### config.mk
export PLATFORM = sky130hd
export DESIGN_NAME = fifo_rd_ctrl
export DESIGN_NICKNAME = d
export VERILOG_FILES = /design/src/rtl/fifo_pkg.sv /design/src/rtl/fifo_sync.sv /design/src/rtl/fifo_rd_ctrl.sv
export SDC_FILE = /design/constraint.sdc
export NUM_CORES = 1
export LEC_CHECK = 0
export ABC_AREA = 1
export CAP_MARGIN = 40
export CORE_MARGIN = 1.5
export CORE_UTILIZATION = 59
export DETAILED_ROUTE_END_ITERATION = 7
export DONT_BUFFER_PORTS = 1
export PLACE_DENSITY = 0.75
export SETUP_SLACK_MARGIN = 0.02
export SYNTH_ARGS = -nofsm -noshare
export SYNTH_HDL_FRONTEND = slang
export SYNTH_SLANG_ARGS = --single-unit
### constraint.sdc
create_clock -name rclk -period 1.95 [get_ports rclk]
set_input_delay 0.195 -clock rclk [delete_from_list [all_inputs] [get_ports rclk]]
set_output_delay 0.195 -clock rclk [all_outputs]
set_load 0.01 [all_outputs]
### src/rtl/fifo_pkg.sv
// Shared FIFO definitions: default geometry and Gray/binary pointer helpers,
// used by both the read and write sides.
package fifo_pkg;

  localparam int DATASIZE_DEF = 8;
  localparam int ADDRSIZE_DEF = 4;
  localparam int PTR_MAX_W    = 33;

  function automatic logic [PTR_MAX_W-1:0] bin2gray(input logic [PTR_MAX_W-1:0] b);
    return (b >> 1) ^ b;
  endfunction

  // Zero-extended Gray input keeps the upper result bits at zero.
  function automatic logic [PTR_MAX_W-1:0] gray2bin(input logic [PTR_MAX_W-1:0] g);
    logic [PTR_MAX_W-1:0] b;
    b = g;
    for (int i = 1; i < PTR_MAX_W; i++) begin
      b = b ^ (g >> i);
    end
    return b;
  endfunction

endpackage

### src/rtl/fifo_sync.sv
// Multi-flop clock-domain synchronizer for Gray pointers, synchronous
// active-high reset. Shared by both sides of the asynchronous FIFO.
module fifo_sync #(
  parameter int WIDTH  = 5,
  parameter int STAGES = 2
) (
  input  logic             clk,
  input  logic             rst,
  input  logic [WIDTH-1:0] d,
  output logic [WIDTH-1:0] q
);

  logic [WIDTH-1:0] sync_q [STAGES];
  logic [WIDTH-1:0] sync_d [STAGES];

  always_comb begin
    sync_d[0] = d;
    for (int i = 1; i < STAGES; i++) begin
      sync_d[i] = sync_q[i-1];
    end
  end

  always_ff @(posedge clk) begin
    if (rst) begin
      for (int i = 0; i < STAGES; i++) begin
        sync_q[i] <= '0;
      end
    end else begin
      for (int i = 0; i < STAGES; i++) begin
        sync_q[i] <= sync_d[i];
      end
    end
  end

  assign q = sync_q[STAGES-1];

endmodule

### src/rtl/fifo_rd_ctrl.sv
// Read-side controller of the asynchronous FIFO: pointer sync, empty flag and
// registered valid/ready output stage. FIFO_RD_AEMPTY_EN adds the raempty flag.
module fifo_rd_ctrl
  import fifo_pkg::*;
#(
  parameter int DATASIZE      = DATASIZE_DEF,
  parameter int ADDRSIZE      = ADDRSIZE_DEF,
  parameter int SYNC_STAGES   = 2,
  parameter int AEMPTY_THRESH = 2
) (
  input  logic                rclk,
  input  logic                rrst,
  input  logic [ADDRSIZE:0]   wptr,
  input  logic [DATASIZE-1:0] rdata_mem,
  output logic [ADDRSIZE-1:0] raddr,
  output logic [ADDRSIZE:0]   rptr,
  output logic                rempty,
  output logic [DATASIZE-1:0] dout,
  output logic                dvalid,
`ifdef FIFO_RD_AEMPTY_EN
  output logic                raempty,
`endif
  input  logic                dready
);

  localparam int PTR_W = ADDRSIZE + 1;

  logic [PTR_W-1:0]    wq2;
  logic [PTR_W-1:0]    rbin_q, rbin_d;
  logic [PTR_W-1:0]    rptr_q, rptr_d;
  logic                rempty_q, rempty_d;
  logic                dvalid_q, dvalid_d;
  logic [DATASIZE-1:0] dout_q, dout_d;
  logic                pop;

  fifo_sync #(
    .WIDTH  (PTR_W),
    .STAGES (SYNC_STAGES)
  ) u_wptr_sync (
    .clk (rclk),
    .rst (rrst),
    .d   (wptr),
    .q   (wq2)
  );

  // A pop moves one word from storage into dout whenever dout is free or being taken.
  always_comb begin
    pop      = ~rempty_q & (~dvalid_q | dready);
    rbin_d   = rbin_q + {{ADDRSIZE{1'b0}}, pop};
    rptr_d   = PTR_W'(bin2gray(PTR_MAX_W'(rbin_d)));
    rempty_d = (rptr_d == wq2);
    dout_d   = dout_q;
    dvalid_d = dvalid_q;
    if (pop) begin
      dout_d   = rdata_mem;
      dvalid_d = 1'b1;
    end else if (dvalid_q & dready) begin
      dvalid_d = 1'b0;
    end
  end

  always_ff @(posedge rclk) begin
    if (rrst) begin
      rbin_q   <= '0;
      rptr_q   <= '0;
      rempty_q <= 1'b1;
      dvalid_q <= 1'b0;
      dout_q   <= '0;
    end else begin
      rbin_q   <= rbin_d;
      rptr_q   <= rptr_d;
      rempty_q <= rempty_d;
      dvalid_q <= dvalid_d;
      dout_q   <= dout_d;
    end
  end

`ifdef FIFO_RD_AEMPTY_EN
  localparam logic [PTR_W-1:0] AEMPTY_LIMIT = PTR_W'(AEMPTY_THRESH);

  logic [PTR_W-1:0] wbin_sync;
  logic [PTR_W-1:0] fill_level;
  logic             raempty_q, raempty_d;

  // Modular pointer difference counts stored words across wraps.
  always_comb begin
    wbin_sync  = PTR_W'(gray2bin(PTR_MAX_W'(wq2)));
    fill_level = wbin_sync - rbin_d;
    raempty_d  = (fill_level <= AEMPTY_LIMIT);
  end

  always_ff @(posedge rclk) begin
    if (rrst) begin
      raempty_q <= 1'b1;
    end else begin
      raempty_q <= raempty_d;
    end
  end

  assign raempty = raempty_q;
`endif

  assign raddr  = rbin_q[ADDRSIZE-1:0];
  assign rptr   = rptr_q;
  assign rempty = rempty_q;
  assign dvalid = dvalid_q;
  assign dout   = dout_q;

endmodule

Yosys cells after proc, flatten, opt, wreduce, memory -nomap -nowiden
Memories as Yosys holds them, arrays and structs flattened.
Index checks and enable logic that the tools add are counted.
{ "word_totals": {"out_inout_bits": 19, "ff_bits": 20, "n_memories": 1, "ram_bits": 10} }
{ "op_classes": {"mux": 7, "n_addsub": 1, "bitwise_logic": 8, "reduce_logical": 1, "eq_ne": 1} }
{ "memory_table": {"columns": ["memory", "depth", "width", "read_ports", "rd_ports_with_merged_regs", "write_ports", "line", "rtl"], "rows": [
  ["u_wptr_sync.sync_q", 2, 5, 2, 0, 2, "fifo_sync.sv:13", "logic [WIDTH-1:0] sync_q [STAGES];"]
]} }
{ "op_table": {"columns": ["op", "n"], "rows": [
  ["$mux 5", 2],
  ["$add 5x1->5", 1],
  ["$eq 5x5->1", 1],
  ["$mux 1", 5],
  ["$xor 4x5->5", 1],
  ["$or 1x1->1", 3],
  ["$and 1x1->1", 2],
  ["$not 1->1", 2],
  ["$reduce_bool 2->1", 1]
]} }

Depth between registers and ports, before layout
{ "logic_depth": {"word_depth": 6, "depth_mapped": 14, "depth_no_buf": 14} }

Hierarchy
Synthesis repeated with hierarchy kept, for this count alone.
{ "hier_totals": {"hier_cells": 154, "hier_area_um2": 1177.4} }
{ "modules_own_cells": {"columns": ["mod", "seq_area_each_um2", "n_inst", "area_per_inst_um2", "cells_each"], "rows": [
  ["fifo_rd_ctrl", 380.4, 1, 890.9, 123],
  ["fifo_sync", 200.2, 1, 286.5, 31]
]} }

Worst setup path after synthesis
Ideal clock, no wire load.
{ "synth_path": {"path_kind": "reg2reg", "from": "reg dvalid_q, in the netlist dvalid", "to": "reg rempty_q, in the netlist rempty", "setup_time_ns": 0.117, "slack_ns": 0.151, "period_less_slack_ns": 1.799, "required_time_ns": 1.833, "t_arrival_ns": 1.681, "path_stages_with_launch": 13, "n_path_buf": 0, "path_cell_list": "dfxtp_1 a21oi_2 ha_1 ha_1 nand2_1 nand2_2 inv_2 nand2_2 nand3_2 nand2_1 inv_1 nand3_1 nand2_1"} }
{ "synth_between": {"elab_chain_cells": 6} }
{ "synth_rtl": {"columns": ["item", "line", "rtl"], "rows": [
  ["from (decl)", "fifo_rd_ctrl.sv:32", "logic dvalid_q, dvalid_d;"],
  ["from (signal assigned)", "fifo_rd_ctrl.sv:73", "dvalid_q <= dvalid_d;"],
  ["$not 1->1", "fifo_rd_ctrl.sv:48", "pop = ~rempty_q & (~dvalid_q | dready);"],
  ["$or 1x1->1", "fifo_rd_ctrl.sv:48", null],
  ["$and 1x1->1", "fifo_rd_ctrl.sv:48", null],
  ["$add 5x1->5", "fifo_rd_ctrl.sv:49", "rbin_d = rbin_q + {{ADDRSIZE{1'b0}}, pop};"],
  ["$xor 4x5->5", "fifo_pkg.sv:10", "return (b >> 1) ^ b;"],
  ["$eq 5x5->1", "fifo_rd_ctrl.sv:51", "rempty_d = (rptr_d == wq2);"],
  ["to (signal assigned)", "fifo_rd_ctrl.sv:72", "rempty_q <= rempty_d;"],
  ["to (decl)", "fifo_rd_ctrl.sv:31", "logic rempty_q, rempty_d;"]
]} }
No other way between the ends.
A chain may end at the register's enable or synchronous reset.

Worst setup path in the final report
{ "layout_path": {"from": "reg rempty_q, in the netlist rempty", "to": "reg rempty_q, in the netlist rempty"} }
{ "layout_between": {"elab_chain_cells": 5} }
{ "layout_rtl": {"columns": ["item", "line", "rtl"], "rows": [
  ["$not 1->1", "fifo_rd_ctrl.sv:48", null],
  ["$and 1x1->1", "fifo_rd_ctrl.sv:48", null],
  ["$add 5x1->5", "fifo_rd_ctrl.sv:49", null],
  ["net rbin_d[1]", "fifo_rd_ctrl.sv:29", "logic [PTR_W-1:0] rbin_q, rbin_d;"],
  ["$xor 4x5->5", "fifo_pkg.sv:10", null],
  ["$eq 5x5->1", "fifo_rd_ctrl.sv:51", null]
]} }
The timed path passes the listed nets, and every way through them passes these cells.

==> impl_metrics.csv <==
group,metric,value,unit
cts,insertion_delay_of_the_later_clocked_pin_in_the_worst_skew_pair,0.32,ns
cts,cts_tree,"yes",
routing,detailroute.wirelength.met3,139,um
routing,num_vias,998,
timing,setup_repair_after_global_routing_missed_its_margin,"no",
critical_path,timing.setup.critical_path_class,"reg -> reg",
flow_run,max_cap_violations,0,
cts,post-cts-setup-buffer-count,0,
die,floorplan.die_area,2260,sq um
timing,slew_violations,0,
cts,cts_root_buffer,"clkbuf_4",
global_route,grt_start_max_net_pins,21,
die,core-area,1800,sq um
critical_path,reg2reg_to,"rempty",
power,vdd.ir_drop.worst,787,uV
global_route,grt.total_usage,22.7,%
timing,final_period_minus_worst_setup_slack,1.75,ns
timing,fin_ws,0.204,ns
synth,postSynthRegisterBits,29,
synth,gate_count_after_technology_mapping,154,
die,io_pins,35,
critical_path,path_max_fanout,3,
critical_path,reg2reg_depth,12,
critical_path,worst_setup_path_startpoint,"rempty",
cts,cts_htree_levels,2,
synth,yosysWarnings,0,
hold_path,hp-start,"rdata_mem[5]",
placement,port_buf_inserts,0,
routing,dr_wl_met2,1.26,mm
critical_path,cp.required,2.21,ns
cts,clkSlewWorstSetupHoldPaths,0.09,ns
power,pwr_density_cell,1280,nW/um^2
timing,maximum_operating_frequency,0.573,GHz
timing,period_utilisation_layout,89.5,%
routing,drc_errors,0,
die,die_y,47.5,um
cts,tritoncts.num_buffers,5,
hold_path,timing.hold.worst.class,"in -> reg",
routing,firstDrtPassIters,4,
cts,cts_repair_resize_count,0,
timing,clock-skew-final,0.00678,ns
routing,routed.top_layer,"met4",
cts,clkSinkCount,29,
routing,drt-vias-per-instance,5.12,
global_route,grt_antenna_before_repair,0,
timing,hold_violations,0,
synth,synthesis.area_per_instance,7.60,sq um
timing,setup_total_negative_slack,0,ns
die,fp.dieW,47.5,um
finish,area.growth.synth_to_final,17.4,%
global_route,overflow,0,
power,leakagePower,0.642,nW
cts,holdBufCountCts,6,
finish,postLayoutCoreUtil,76.3,%
routing,avgRoutedWirePerCell,11.6,um
cts,maximum_buffer_depth_of_the_clock_tree,2,
timing,timing.max_slew.rel_slack,53.0,%
timing,max_slew.worst_pin.slew,0.703,ns
outcome,outcome,"finished, final reports clean",
critical_path,cp-end-kind,"flip-flop",
critical_path,crit-reg2reg-launch,"rempty",
die,initial_core_util,64.9,%
global_route,grt_pass1_wl,3.42,mm
finish,antenna-diode-count,0,
synth,syn-cell-area,1170,sq um
synth,seq_area_frac_synth,49.6,%
finish,post-route-cell-area,1370,sq um
placement,dp_worst_setup_slack,0.201,ns
routing,route.antenna.remaining_nets,0,
placement,placed_cell_area,1200,sq um
hold_path,worst_hold_path.endpoint,"dout[5]",
synth,synth_fp_nets,172,
synth,yosys.cell_types.count,16,
critical_path,timing.reg2reg.setup_slack,0.20,ns
timing,timing.final.setup_violations,0,
critical_path,worstSetupStartpointType,"flip-flop",
finish,share_of_cells_above_drive_strength_1,15.9,%
finish,layout.nets,187,
die,rows,15,
power,design_power_total,1.76,mW
routing,finalWirelength,2.27,mm
placement,gp_routability_congestion,0.781,
routing,wirelength_met1,851,um
placement,post-dp-hpwl,1.52,mm
hold_path,worst_hold_path.num_cells,2,
critical_path,crit_arrival,2.01,ns
routing,drt_first_iter_violations,17,
global_route,first_global_vias,892,
[report_power, final]
group	leakage, nW	internal [mW]	total [mW]	switching, mW
logic	0.359	0.169	0.418	0.249
clock network	0.0445	0.305	0.513	0.209
registers	0.239	0.708	0.830	0.122
total	0.642	1.18	1.76	0.580
[cells in the final DEF (no fill, tap or decap)]
| cell type | n |
|---|---|
| nand3_2 | 6 |
| dlygate4sd3_1 | 8 |
| nand4_1 | 4 |
| nand3_1 | 3 |
| a21oi_1 | 5 |
| nand2_2 | 6 |
| inv_2 | 3 |
| nand3b_1 | 2 |
| bufinv_16 | 1 |
| ha_1 | 2 |
| buf_4 | 3 |
| dfxtp_1 | 29 |
| inv_1 | 21 |
| clkbuf_4 | 5 |
| nand2_1 | 29 |
| clkinvlp_4 | 1 |
| a21oi_2 | 1 |
| nor2_1 | 32 |
| o21ai_0 | 8 |
| clkbuf_8 | 1 |
[flip-flops by register name, summed over array words and instances (netlist names)]
signal / cells
u_wptr_sync.sync_q: 10
dout: 8
rbin_q: 5
rptr: 4
dvalid: 1
rempty: 1
[cell type report]
type	instances	area, sq um
flip-flops and latches	29	581
multi-input cells	98	480
fillers	139	428
repair buffers	11	103
inverters	24	90.1
clock buffers	6	51.3
clock inverters	2	37.5
well taps	25	31.3
[worst max-delay path by stage]
stage	to	slack, ns	depth (start not counted)
floorplan	rempty	0.15	12
global placement	rempty	0.25	12
detailed placement	rempty	0.20	12
CTS	rempty	0.18	12
global route	rempty	0.07	12
finish	rempty	0.20	12
[layer usage]
metal	vias to the layer above	track usage, %
met4	0	8.11
met1	453	22.1
met5	-	0
met2	36	41.6
met3	4	10.9
li1	505	-
[critical path, cell delays in order (launching register included)]
cell and delay [ns]:
dfxtp_1 0.43, a21oi_2 0.06, ha_1 0.20, ha_1 0.32
inv_1 0.13, nand2_1 0.09, nand2_1 0.07, nand2_1 0.05
nand2_1 0.05, nand3_1 0.07, nor2_1 0.09, nand3_1 0.08
nand2_1 0.05
[cells in the mapped netlist (all sizes together)]
library cell  count  share of area, %
o21ai             8               3.4
nand2            35                13
nand3b            2               1.3
clkbuf            2              0.64
ha                2               2.1
dfxtp            29                50
nor2             32                10
nand3             9               6.4
nand4             4               2.1
buf               1              0.96
inv              24               7.7
a21oi             6               2.9
[metrics by stage]
| stage | hold slack, ns | std cells |
|---|---|---|
| after floorplan | 0.302 | 154 |
| after global placement | 0.268 | 179 |
| after detailed placement | 0.269 | 179 |
| after CTS | 0.000606 | 193 |
| after global routing | 0.00705 | 195 |
| final | 0.00909 | 195 |
[logic make-up (layout without fill, tap and decap cells)]
kind of cell | count (synthesis) | in the layout | synth area share, %
AND/OR/NAND/NOR | 82 | 82 | 32.6
adder cells (fa/ha/maj) | 2 | 2 | 2.14
AO/OA/AOI/OAI | 14 | 14 | 6.31
flip-flops | 29 | 29 | 49.6
buffers and inverters | 27 | 43 | 9.31
Note: power is estimated with default switching activity, not from simulation.
